## config.mk

```make
export PLATFORM = sky130hd
export DESIGN_NAME = semi_graphics_serializer
export DESIGN_NICKNAME = d
export VERILOG_FILES = /design/src/rtl/semi_pkg.sv /design/src/rtl/semi_pattern_decode.sv /design/src/rtl/semi_graphics_serializer.sv
export SDC_FILE = /design/constraint.sdc
export NUM_CORES = 1
export LEC_CHECK = 0
export BUFFER_PORTS_ARGS = -buffer_cell sky130_fd_sc_hd__buf_2
export CAP_MARGIN = 25
export CORE_MARGIN = 4
export CORE_UTILIZATION = 45
export CTS_CLUSTER_SIZE = 12
export DETAILED_ROUTE_END_ITERATION = 12
export PLACE_DENSITY = 0.68
export SLEW_MARGIN = 30
export SYNTH_ARGS = -nofsm -noshare
export SYNTH_HDL_FRONTEND = slang
export SYNTH_SLANG_ARGS = --single-unit
```

## constraint.sdc

```tcl
create_clock -name clk -period 5.4 [get_ports clk]
set_clock_uncertainty 0.15 [all_clocks]
set_input_delay 0.54 -clock clk [delete_from_list [all_inputs] [get_ports clk]]
set_output_delay 0.54 -clock clk [all_outputs]
set_load 0.01 [all_outputs]
```

## src/rtl/semi_pkg.sv

```systemverilog
// Shared types and constants for the semigraphics pixel engine.
package semi_pkg;

  typedef enum logic [1:0] {
    MODE_SG4  = 2'b00,
    MODE_SG6  = 2'b01,
    MODE_SG8  = 2'b10,
    MODE_RSVD = 2'b11
  } mode_e;

  localparam int SG4_BANDS = 2;
  localparam int SG6_BANDS = 3;
  localparam int SG8_BANDS = 4;

  // Width of the raw colour field before the +1 offset is applied.
  localparam int BASE_COLOUR_BITS = 3;

endpackage

```

## src/rtl/semi_pattern_decode.sv

```systemverilog
// Combinational block decode: character byte, row, mode and colour set to one
// scanline pixel pattern plus the foreground colour index.
module semi_pattern_decode
  import semi_pkg::*;
#(
  parameter int CHAR_WIDTH    = 8,
  parameter int ROWS_PER_CHAR = 12,
  parameter int COLOUR_BITS   = 4,
  parameter int ROW_W         = $clog2(ROWS_PER_CHAR)
) (
  input  logic [7:0]             data,
  input  logic [ROW_W-1:0]       row,
  input  logic [1:0]             mode,
  input  logic                   css,
  output logic [CHAR_WIDTH-1:0]  pattern,
  output logic [COLOUR_BITS-1:0] colour
);

  localparam int HALF = CHAR_WIDTH / 2;
  localparam logic [CHAR_WIDTH-1:0] LEFT_HALF  = {{HALF{1'b1}}, {HALF{1'b0}}};
  localparam logic [CHAR_WIDTH-1:0] RIGHT_HALF = {{HALF{1'b0}}, {HALF{1'b1}}};

  // Band edges are constants, so band selection is a couple of compares.
  localparam logic [ROW_W-1:0] SG4_EDGE  = ROW_W'(ROWS_PER_CHAR / SG4_BANDS);
  localparam logic [ROW_W-1:0] SG6_EDGE1 = ROW_W'(ROWS_PER_CHAR / SG6_BANDS);
  localparam logic [ROW_W-1:0] SG6_EDGE2 = ROW_W'(2 * ROWS_PER_CHAR / SG6_BANDS);

  logic [1:0]                  pair;
  logic [BASE_COLOUR_BITS-1:0] base_colour;
  logic                        blank;

  always_comb begin
    pair        = 2'b00;
    base_colour = '0;
    blank       = 1'b0;
    case (mode_e'(mode))
      MODE_SG4: begin
        pair        = (row < SG4_EDGE) ? data[1:0] : data[3:2];
        base_colour = data[6:4];
      end
      MODE_SG6: begin
        if (row < SG6_EDGE1)      pair = data[1:0];
        else if (row < SG6_EDGE2) pair = data[3:2];
        else                      pair = data[5:4];
        base_colour = {css, data[7:6]};
      end
      MODE_SG8: begin
        pair        = data[1:0];
        base_colour = data[6:4];
      end
      default: blank = 1'b1;
    endcase
    pattern = (pair[0] ? LEFT_HALF : '0) | (pair[1] ? RIGHT_HALF : '0);
    colour  = blank ? '0 : COLOUR_BITS'(base_colour) + COLOUR_BITS'(1);
  end

endmodule

```

## src/rtl/semi_graphics_serializer.sv

```systemverilog
// Semigraphics pixel engine: one-entry byte hold register, per-scanline block
// decode and a pixel shifter advanced by the dot-clock enable.
module semi_graphics_serializer
  import semi_pkg::*;
#(
  parameter int CHAR_WIDTH    = 8,
  parameter int ROWS_PER_CHAR = 12,
  parameter int COLOUR_BITS   = 4
) (
  input  logic                             clk,
  input  logic                             reset,
  input  logic [1:0]                       mode,
  input  logic                             css,
  input  logic                             display_en,
  input  logic                             frame_start,
  input  logic                             line_start,
  input  logic                             pixel_en,
  input  logic [7:0]                       data_in,
  input  logic                             data_valid,
  output logic                             data_ready,
  output logic                             pixel_out,
  output logic [COLOUR_BITS-1:0]           colour_out,
  output logic [$clog2(ROWS_PER_CHAR)-1:0] row_out,
  output logic                             underflow
);

  localparam int ROW_W = $clog2(ROWS_PER_CHAR);
  localparam int CNT_W = $clog2(CHAR_WIDTH);

  // Handshake: a byte transfers on any edge where data_valid && data_ready;
  // data_ready depends only on the hold register, never on this cycle's consume.
  logic [7:0]             hold_q, hold_d;
  logic                   hold_full_q, hold_full_d;
  logic [ROW_W-1:0]       row_q, row_d;
  logic [CNT_W-1:0]       pix_cnt_q, pix_cnt_d;
  logic [CHAR_WIDTH-1:0]  shifter_q, shifter_d;
  logic                   pixel_q, pixel_d;
  logic [COLOUR_BITS-1:0] colour_q, colour_d;
  logic                   underflow_q, underflow_d;

  logic [CHAR_WIDTH-1:0]  dec_pattern;
  logic [COLOUR_BITS-1:0] dec_colour;

  semi_pattern_decode #(
    .CHAR_WIDTH    (CHAR_WIDTH),
    .ROWS_PER_CHAR (ROWS_PER_CHAR),
    .COLOUR_BITS   (COLOUR_BITS),
    .ROW_W         (ROW_W)
  ) u_decode (
    .data    (hold_q),
    .row     (row_q),
    .mode    (mode),
    .css     (css),
    .pattern (dec_pattern),
    .colour  (dec_colour)
  );

  always_comb begin
    hold_d      = hold_q;
    hold_full_d = hold_full_q;
    row_d       = row_q;
    pix_cnt_d   = pix_cnt_q;
    shifter_d   = shifter_q;
    pixel_d     = pixel_q;
    colour_d    = colour_q;
    underflow_d = 1'b0;

    if (frame_start) begin
      row_d     = '0;
      pix_cnt_d = '0;
    end else if (line_start) begin
      row_d     = (row_q == ROW_W'(ROWS_PER_CHAR - 1)) ? '0 : row_q + ROW_W'(1);
      pix_cnt_d = '0;
    end else if (pixel_en && display_en) begin
      if (pix_cnt_q == '0) begin
        if (hold_full_q) begin
          pixel_d     = dec_pattern[CHAR_WIDTH-1];
          shifter_d   = dec_pattern << 1;
          colour_d    = dec_colour;
          hold_full_d = 1'b0;
        end else begin
          pixel_d     = 1'b0;
          colour_d    = '0;
          shifter_d   = '0;
          underflow_d = 1'b1;
        end
      end else begin
        pixel_d   = shifter_q[CHAR_WIDTH-1];
        shifter_d = shifter_q << 1;
      end
      pix_cnt_d = (pix_cnt_q == CNT_W'(CHAR_WIDTH - 1)) ? '0 : pix_cnt_q + CNT_W'(1);
    end else if (pixel_en) begin
      pixel_d   = 1'b0;
      colour_d  = '0;
      pix_cnt_d = '0;
    end

    // Load and consume are exclusive: consume needs a full hold, load an empty one.
    if (data_valid && !hold_full_q) begin
      hold_d      = data_in;
      hold_full_d = 1'b1;
    end
  end

  always_ff @(posedge clk) begin
    if (reset) begin
      hold_q      <= '0;
      hold_full_q <= 1'b0;
      row_q       <= '0;
      pix_cnt_q   <= '0;
      shifter_q   <= '0;
      pixel_q     <= 1'b0;
      colour_q    <= '0;
      underflow_q <= 1'b0;
    end else begin
      hold_q      <= hold_d;
      hold_full_q <= hold_full_d;
      row_q       <= row_d;
      pix_cnt_q   <= pix_cnt_d;
      shifter_q   <= shifter_d;
      pixel_q     <= pixel_d;
      colour_q    <= colour_d;
      underflow_q <= underflow_d;
    end
  end

  assign data_ready = ~hold_full_q;
  assign pixel_out  = pixel_q;
  assign colour_out = colour_q;
  assign row_out    = row_q;
  assign underflow  = underflow_q;

endmodule

```

After elaboration in Yosys (flattened, before gate mapping)
Index checks and enable logic that the tools add are counted.
- add/subtract/negate cells: 3
- $lt $le $gt $ge: 3
- equality and inequality tests: 7
- muxes and demuxes: 28
- bitwise logic cells: 6
- reduce and logical (&&, ||, !) cells: 17
- operators by type and width (kind ; number):
    $mux 4 ; 7
    $mux 8 ; 3
    $mux 1 ; 10
    $mux 3 ; 3
    $lt 4x3->1 const B ; 2
    $or 8x8->8 ; 1
    $reduce_and 4->1 ; 2
    $mux 2 ; 3
    $ne 2x1->1 const B ; 3
    $pmux 2 s3 ; 1
    $pmux 3 s2 ; 1
    $reduce_and 3->1 ; 2
    $reduce_bool 2->1 ; 3
    $reduce_or 3->1 ; 2
    $not 1->1 ; 5
    $reduce_or 5->1 ; 1
    $add 3x1->4 const B ; 1
    $add 4x1->4 const B ; 1
    $eq 4x4->1 const B ; 1
    $lt 4x4->1 const B ; 1
    $reduce_or 2->1 ; 2
    $add 3x1->3 const B ; 1
    $eq 3x3->1 const B ; 1
    $logic_not 3->1 ; 1
    5 further kinds ; 6
- bits in registers: 30
- input bits: 18
- output and inout port bits: 11
- logic and storage cells: 72

Longest topological paths before layout
- depth in word-level cells: 9
- gate-level depth with buffers: 8
- depth with buffers taken out: 7

By module
From an unflattened synthesis, not the netlist that was laid out.
- cell total of the unflattened synthesis: 176
- area, all modules: 1605.3 µm²
- by module, submodules not included (module ; times used ; cells each ; area an instance (µm²) ; seq. area each (µm²)):
    semi_graphics_serializer ; 1 ; 140 ; 1313.8 ; 580.6
    semi_pattern_decode ; 1 ; 36 ; 291.5 ; 0.0

Least setup slack after synthesis
No wires, ideal clock.
- kind: input port to flip-flop
- start: in mode[0]
- end: reg pixel_q (netlist: pixel_out)
- library setup time: 0.103 ns
- data arrival time: 1.499 ns
- required time: 5.147 ns
- setup slack: 3.647 ns
- stages on the path: 5
- path buffers: 1
- cell sequence: clkbuf_2 > mux2_2 > nor3b_2 > nor3b_1 > a2111oi_2
- word-level cells in the longest chain between the ends: 7
- elaborated cells on any way between the ends: 9
- classes of those cells: 2 x eq/ne; 5 x mux; 1 x bitwise; 1 x reduce/logical
- RTL lines (element ; RTL line ; source):
    start: declaration ; semi_graphics_serializer.sv:12 ; input logic [1:0] mode,
    $eq 2x2->1 (tied with other cells) ; semi_pattern_decode.sv:36 ; case (mode_e'(mode))
    $pmux 2 s3 * ; semi_pattern_decode.sv:36 ;
    $mux 8 * ; semi_pattern_decode.sv:53 ; pattern = (pair[0] ? LEFT_HALF : '0) | (pair[1] ? RIGHT_HALF : '0);
    $or 8x8->8 * ; semi_pattern_decode.sv:53 ;
    $mux 1 * ; semi_graphics_serializer.sv:76 ; if (hold_full_q) begin
    $mux 1 * ; semi_graphics_serializer.sv:75 ; if (pix_cnt_q == '0) begin
    $mux 1 * ; semi_graphics_serializer.sv:74 ; end else if (pixel_en && display_en) begin
    end signal: assignment ; semi_graphics_serializer.sv:121 ; pixel_q <= pixel_d;
    end: declaration ; semi_graphics_serializer.sv:37 ; logic pixel_q, pixel_d;
Every way passes the cells marked *; elsewhere a longest branch is shown, timed or not.
A chain may end at the register's enable or synchronous reset.

Final worst setup path
- start: reg pix_cnt_q[0]
- end: reg pixel_q (netlist: pixel_out)
- word-level cells in the longest chain between the ends: 3
- RTL lines (element ; RTL line ; source):
    start: declaration ; semi_graphics_serializer.sv:35 ; logic [CNT_W-1:0] pix_cnt_q, pix_cnt_d;
    start signal: assignment ; semi_graphics_serializer.sv:119 ; pix_cnt_q <= pix_cnt_d;
    $logic_not 3->1 ; semi_graphics_serializer.sv:75 ;
    $mux 1 ; semi_graphics_serializer.sv:75 ;
    $mux 1 ; semi_graphics_serializer.sv:74 ;
Every way passes these cells.

==> impl_metrics.xml <==
<?xml version="1.0" encoding="UTF-8"?>
<metrics>
  <group name="floorplanning">
    <metric name="std_cell_rows" unit="">20</metric>
    <metric name="initial_utilization" unit="">0.470</metric>
    <metric name="ioPinCount" unit="">29</metric>
    <metric name="floorplan.die.height" unit="µm">64.7</metric>
    <metric name="die_w" unit="µm">64.7</metric>
    <metric name="core_region_area" unit="mm²">0.00308</metric>
    <metric name="floorplan.die_area" unit="mm²">0.00419</metric>
  </group>
  <group name="power">
    <metric name="leakagePower" unit="nW">0.625</metric>
    <metric name="total_power" unit="µW">394</metric>
    <metric name="vdd.ir_drop.worst" unit="V">0.000143</metric>
    <metric name="power_density" unit="mW/mm²">241</metric>
  </group>
  <group name="sta">
    <metric name="report.final.setup_viol" unit="">0</metric>
    <metric name="post-route-period-util" unit="">0.344</metric>
    <metric name="total_negative_slack" unit="ns">0</metric>
    <metric name="highest_attainable_clock_frequency" unit="MHz">538</metric>
    <metric name="timing_worst_slew_pin_value" unit="ns">0.539</metric>
    <metric name="report.final.slew_viol_count" unit="">0</metric>
    <metric name="fin_worst_hold_slack" unit="ns">0.286</metric>
    <metric name="grt_setup_unrepaired" unit="">false</metric>
    <metric name="final_period_minus_worst_setup_slack" unit="ns">1.86</metric>
    <metric name="final-hold-violation-count" unit="">0</metric>
    <metric name="maxSlewHeadroom" unit="">0.639</metric>
  </group>
  <group name="placement">
    <metric name="port_buffers" unit="">28</metric>
    <metric name="postPlaceCellArea" unit="mm²">0.00159</metric>
    <metric name="globalplace.congestion" unit="">0.800</metric>
    <metric name="dp_hpwl" unit="mm">2.33</metric>
  </group>
  <group name="clocking">
    <metric name="clock_path_buffers" unit="">2</metric>
    <metric name="post_cts.repair.setup_buffers" unit="">0</metric>
    <metric name="clkSlewWorstSetupHoldPaths" unit="ns">0.09</metric>
    <metric name="cts_h_tree_lvls" unit="">2</metric>
    <metric name="cts_tree" unit="">done</metric>
    <metric name="cts_buffers" unit="">5</metric>
    <metric name="cts.sink_count" unit="">29</metric>
    <metric name="clk_latency" unit="ns">0.33</metric>
    <metric name="cts_hold_buffers" unit="">0</metric>
    <metric name="ctsRootBufferMaster" unit="">clkbuf_4</metric>
    <metric name="post_cts_resized" unit="">0</metric>
  </group>
  <group name="final_layout">
    <metric name="nets" unit="">227</metric>
    <metric name="diodes" unit="">0</metric>
    <metric name="stdcell_area" unit="mm²">0.00163</metric>
    <metric name="final.fill_count" unit="">320</metric>
    <metric name="layout-area-overhead-vs-synth" unit="%">12.9</metric>
    <metric name="final_layout_size_suffix_gt1_frac" unit="">0.200</metric>
  </group>
  <group name="global_route">
    <metric name="grt_max_degree" unit="">28</metric>
    <metric name="grt_antenna_before_repair" unit="">0</metric>
    <metric name="grt-ovfl-total" unit="">0</metric>
    <metric name="grt_pass1_vias" unit="">1216</metric>
    <metric name="total_global_route_track_usage" unit="">0.173</metric>
    <metric name="grt_first_pass_wirelength" unit="mm">5.58</metric>
  </group>
  <group name="critical_path">
    <metric name="critical_path.max_stage_delay" unit="ns">0.39</metric>
    <metric name="worst_ep_arrival_time" unit="ns">1.94</metric>
    <metric name="timing.critical_path.cells" unit="">inv_1 -&gt; ha_1 -&gt; nand2b_1 -&gt; a21oi_1 -&gt; nor3b_1 -&gt; a2111oi_2</metric>
    <metric name="endpoint_required_time_on_the_critical_path" unit="ns">5.48</metric>
    <metric name="critical_path_peak_fanout" unit="">10</metric>
    <metric name="cp-end-kind" unit="">flop</metric>
    <metric name="path_class" unit="">reg -&gt; reg</metric>
    <metric name="setup.reg_to_reg.worst_slack" unit="ns">3.54</metric>
    <metric name="cells_on_worst_reg2reg_path" unit="">6</metric>
    <metric name="timing.critical_path.from_type" unit="">flop</metric>
    <metric name="critical_path.reg2reg.startpoint" unit="">pix_cnt_q[0]</metric>
    <metric name="slowest_stage" unit="">dfxtp_1</metric>
    <metric name="rr_endpoint" unit="">pixel_out</metric>
  </group>
  <group name="yosys">
    <metric name="synth_cell_types" unit="">41</metric>
    <metric name="synth_compound_gate_area_share" unit="">0.205</metric>
    <metric name="yosys_register_bits" unit="">29</metric>
    <metric name="synth_area" unit="mm²">0.00145</metric>
    <metric name="asyncSetResetFlopFracSynth" unit="">0</metric>
    <metric name="simple_gate_fraction_of_synth_area" unit="">0.267</metric>
    <metric name="sequential_element_share_of_the_synthesized_area" unit="">0.401</metric>
    <metric name="synth_mux_area_frac" unit="">0.0225</metric>
    <metric name="synth_xor_xnor_area_share" unit="">0.00605</metric>
    <metric name="synth.yosys.warnings" unit="">0</metric>
    <metric name="synth-edff-count" unit="">0</metric>
    <metric name="syn-instance-count" unit="">180</metric>
    <metric name="post-synth-top-area-cell" unit="">dfxtp_1</metric>
    <metric name="nets_in_the_synthesized_netlist" unit="">203</metric>
    <metric name="largest_family_of_logic_cells_by_synthesized_area" unit="">simple AND/OR/NAND/NOR gates</metric>
    <metric name="synthDominantCellAreaShare" unit="">0.401</metric>
    <metric name="syn_avg_cell_area" unit="µm²">8.04</metric>
    <metric name="synth_top_flop_cell" unit="">dfxtp_1</metric>
    <metric name="yosys.area_share.adder" unit="">0.0432</metric>
    <metric name="yosys-top-cells-area" unit="">dfxtp_1 40%, nand2_1 7.8%, a21oi_1 7.3%</metric>
  </group>
  <group name="route">
    <metric name="remaining_drc_errors" unit="">0</metric>
    <metric name="route.detailed.vias_per_inst" unit="">5.36</metric>
    <metric name="finalWirelength" unit="mm">3.22</metric>
    <metric name="detail_route.iter0.violations" unit="">72</metric>
    <metric name="drt_pre_antenna_iters" unit="">4</metric>
    <metric name="antenna_violating_nets_post_route" unit="">0</metric>
    <metric name="routedWlPerCell" unit="µm">12.9</metric>
    <metric name="dr_total_vias" unit="">1334</metric>
  </group>
  <group name="worst_hold_path">
    <metric name="min_from" unit="">data_in[2]</metric>
    <metric name="whs_path_depth" unit="">3</metric>
    <metric name="worstHoldEndpoint" unit="">hold_q[2]</metric>
    <metric name="hold_path_class" unit="">in -&gt; reg</metric>
  </group>
  <group name="status">
    <metric name="result_of_the_run" unit="">finished clean</metric>
  </group>
  <group name="run">
    <metric name="count_of_max_cap_constraint_violations" unit="">0</metric>
  </group>
</metrics>
==> sequential cells by signal (all words and copies together), names as in the netlist <==
register,cells
hold_q,8
shifter_q,7
colour_out,4
row_out,4
pix_cnt_q,3
hold_full_q,1
pixel_out,1
underflow,1
==> cells in the final DEF, fill, tap and decap left out, types with 5 or more instances in the layout <==
| cell | count |
|---|---|
| nand2_1 | 30 |
| dfxtp_1 | 29 |
| buf_2 | 28 |
| a21oi_1 | 21 |
| nor2_1 | 13 |
| o21ai_0 | 7 |
| nor3_1 | 7 |
| inv_1 | 6 |
| ha_1 | 5 |
| clkbuf_4 | 5 |
==> critical path: cells and delay by family, from the launching register on <==
kind | cells | cell delay, ns
AOI/OAI and AO/OA | 2 | 0.49
and+or+nand+nor | 2 | 0.47
DFF | 1 | 0.39
adders and majority gates | 1 | 0.20
buffers and inverters | 1 | 0.06
==> worst max-delay path by stage <==
stage,from,end,slack [ns],depth (start not counted)
3_3_place_gp,mode[0],pixel_out,3.50,6
6_report,pix_cnt_q[0],pixel_out,3.54,6
5_1_grt,pix_cnt_q[0],pixel_out,3.35,6
2_1_floorplan,mode[0],pixel_out,3.65,5
3_5_place_dp,mode[0],pixel_out,3.44,6
4_1_cts,pix_cnt_q[0],pixel_out,3.53,6
==> per-layer routing <==
layer / track usage / wire (µm) / share of wire / up-vias
met5: 0 / 0 / 0 / -
met4: 0.0580 / 46 / 0.014 / 0
met3: 0.0780 / 254 / 0.079 / 6
met2: 0.264 / 1490 / 0.46 / 44
met1: 0.215 / 1430 / 0.44 / 606
li1: - / - / - / 678
==> kinds of logic (layout without fill, tap and decap cells) <==
kind of cell | after synthesis | in the layout
AND/OR/NAND/NOR | 77 | 77
AO/OA/AOI/OAI | 48 | 48
flip-flops | 29 | 29
buffers and inverters | 17 | 42
adder cells (fa/ha/maj) | 5 | 5
multiplexers | 3 | 3
XOR/XNOR | 1 | 1
==> area by class of cell <==
class | instances | area [µm²] | area share
repair buffers | 28 | 140 | 0.0858
well taps | 44 | 55.1 | 0.0337
clock buffers | 8 | 48.8 | 0.0299
flip-flops and latches | 29 | 581 | 0.355
multi-input cells | 134 | 787 | 0.482
inverters | 6 | 22.5 | 0.0138
==> Yosys cell counts (3+ instances only) <==
cell type / number
a21oi_1: 21
ha_1: 5
nor3_1: 7
nand2_1: 30
nand2b_1: 3
a22oi_1: 4
a211oi_1: 4
inv_1: 6
nor2_1: 13
nand3_1: 4
nor2b_1: 4
dfxtp_1: 29
nand3b_1: 4
buf_2: 3
clkbuf_1: 4
o21ai_0: 7
o21ai_1: 4
==> power breakdown <==
group	internal (mW)	total [mW]	leakage [nW]	switching [mW]
Clock	0.0518	0.125	0.0265	0.0733
Combinational	0.0165	0.0429	0.363	0.0264
Sequential	0.220	0.226	0.236	0.00521
Total	0.289	0.394	0.625	0.105
==> metrics by stage <==
step / std cells / utilization / setup WS (ns)
final: 249 / 0.531 / 3.54
after floorplan: 180 / - / 3.65
after CTS: 249 / 0.531 / 3.53
after global placement: 241 / 0.515 / 3.50
after global routing: 249 / 0.531 / 3.35
after detailed placement: 241 / 0.515 / 3.44
(Power assumes the default switching activity.)
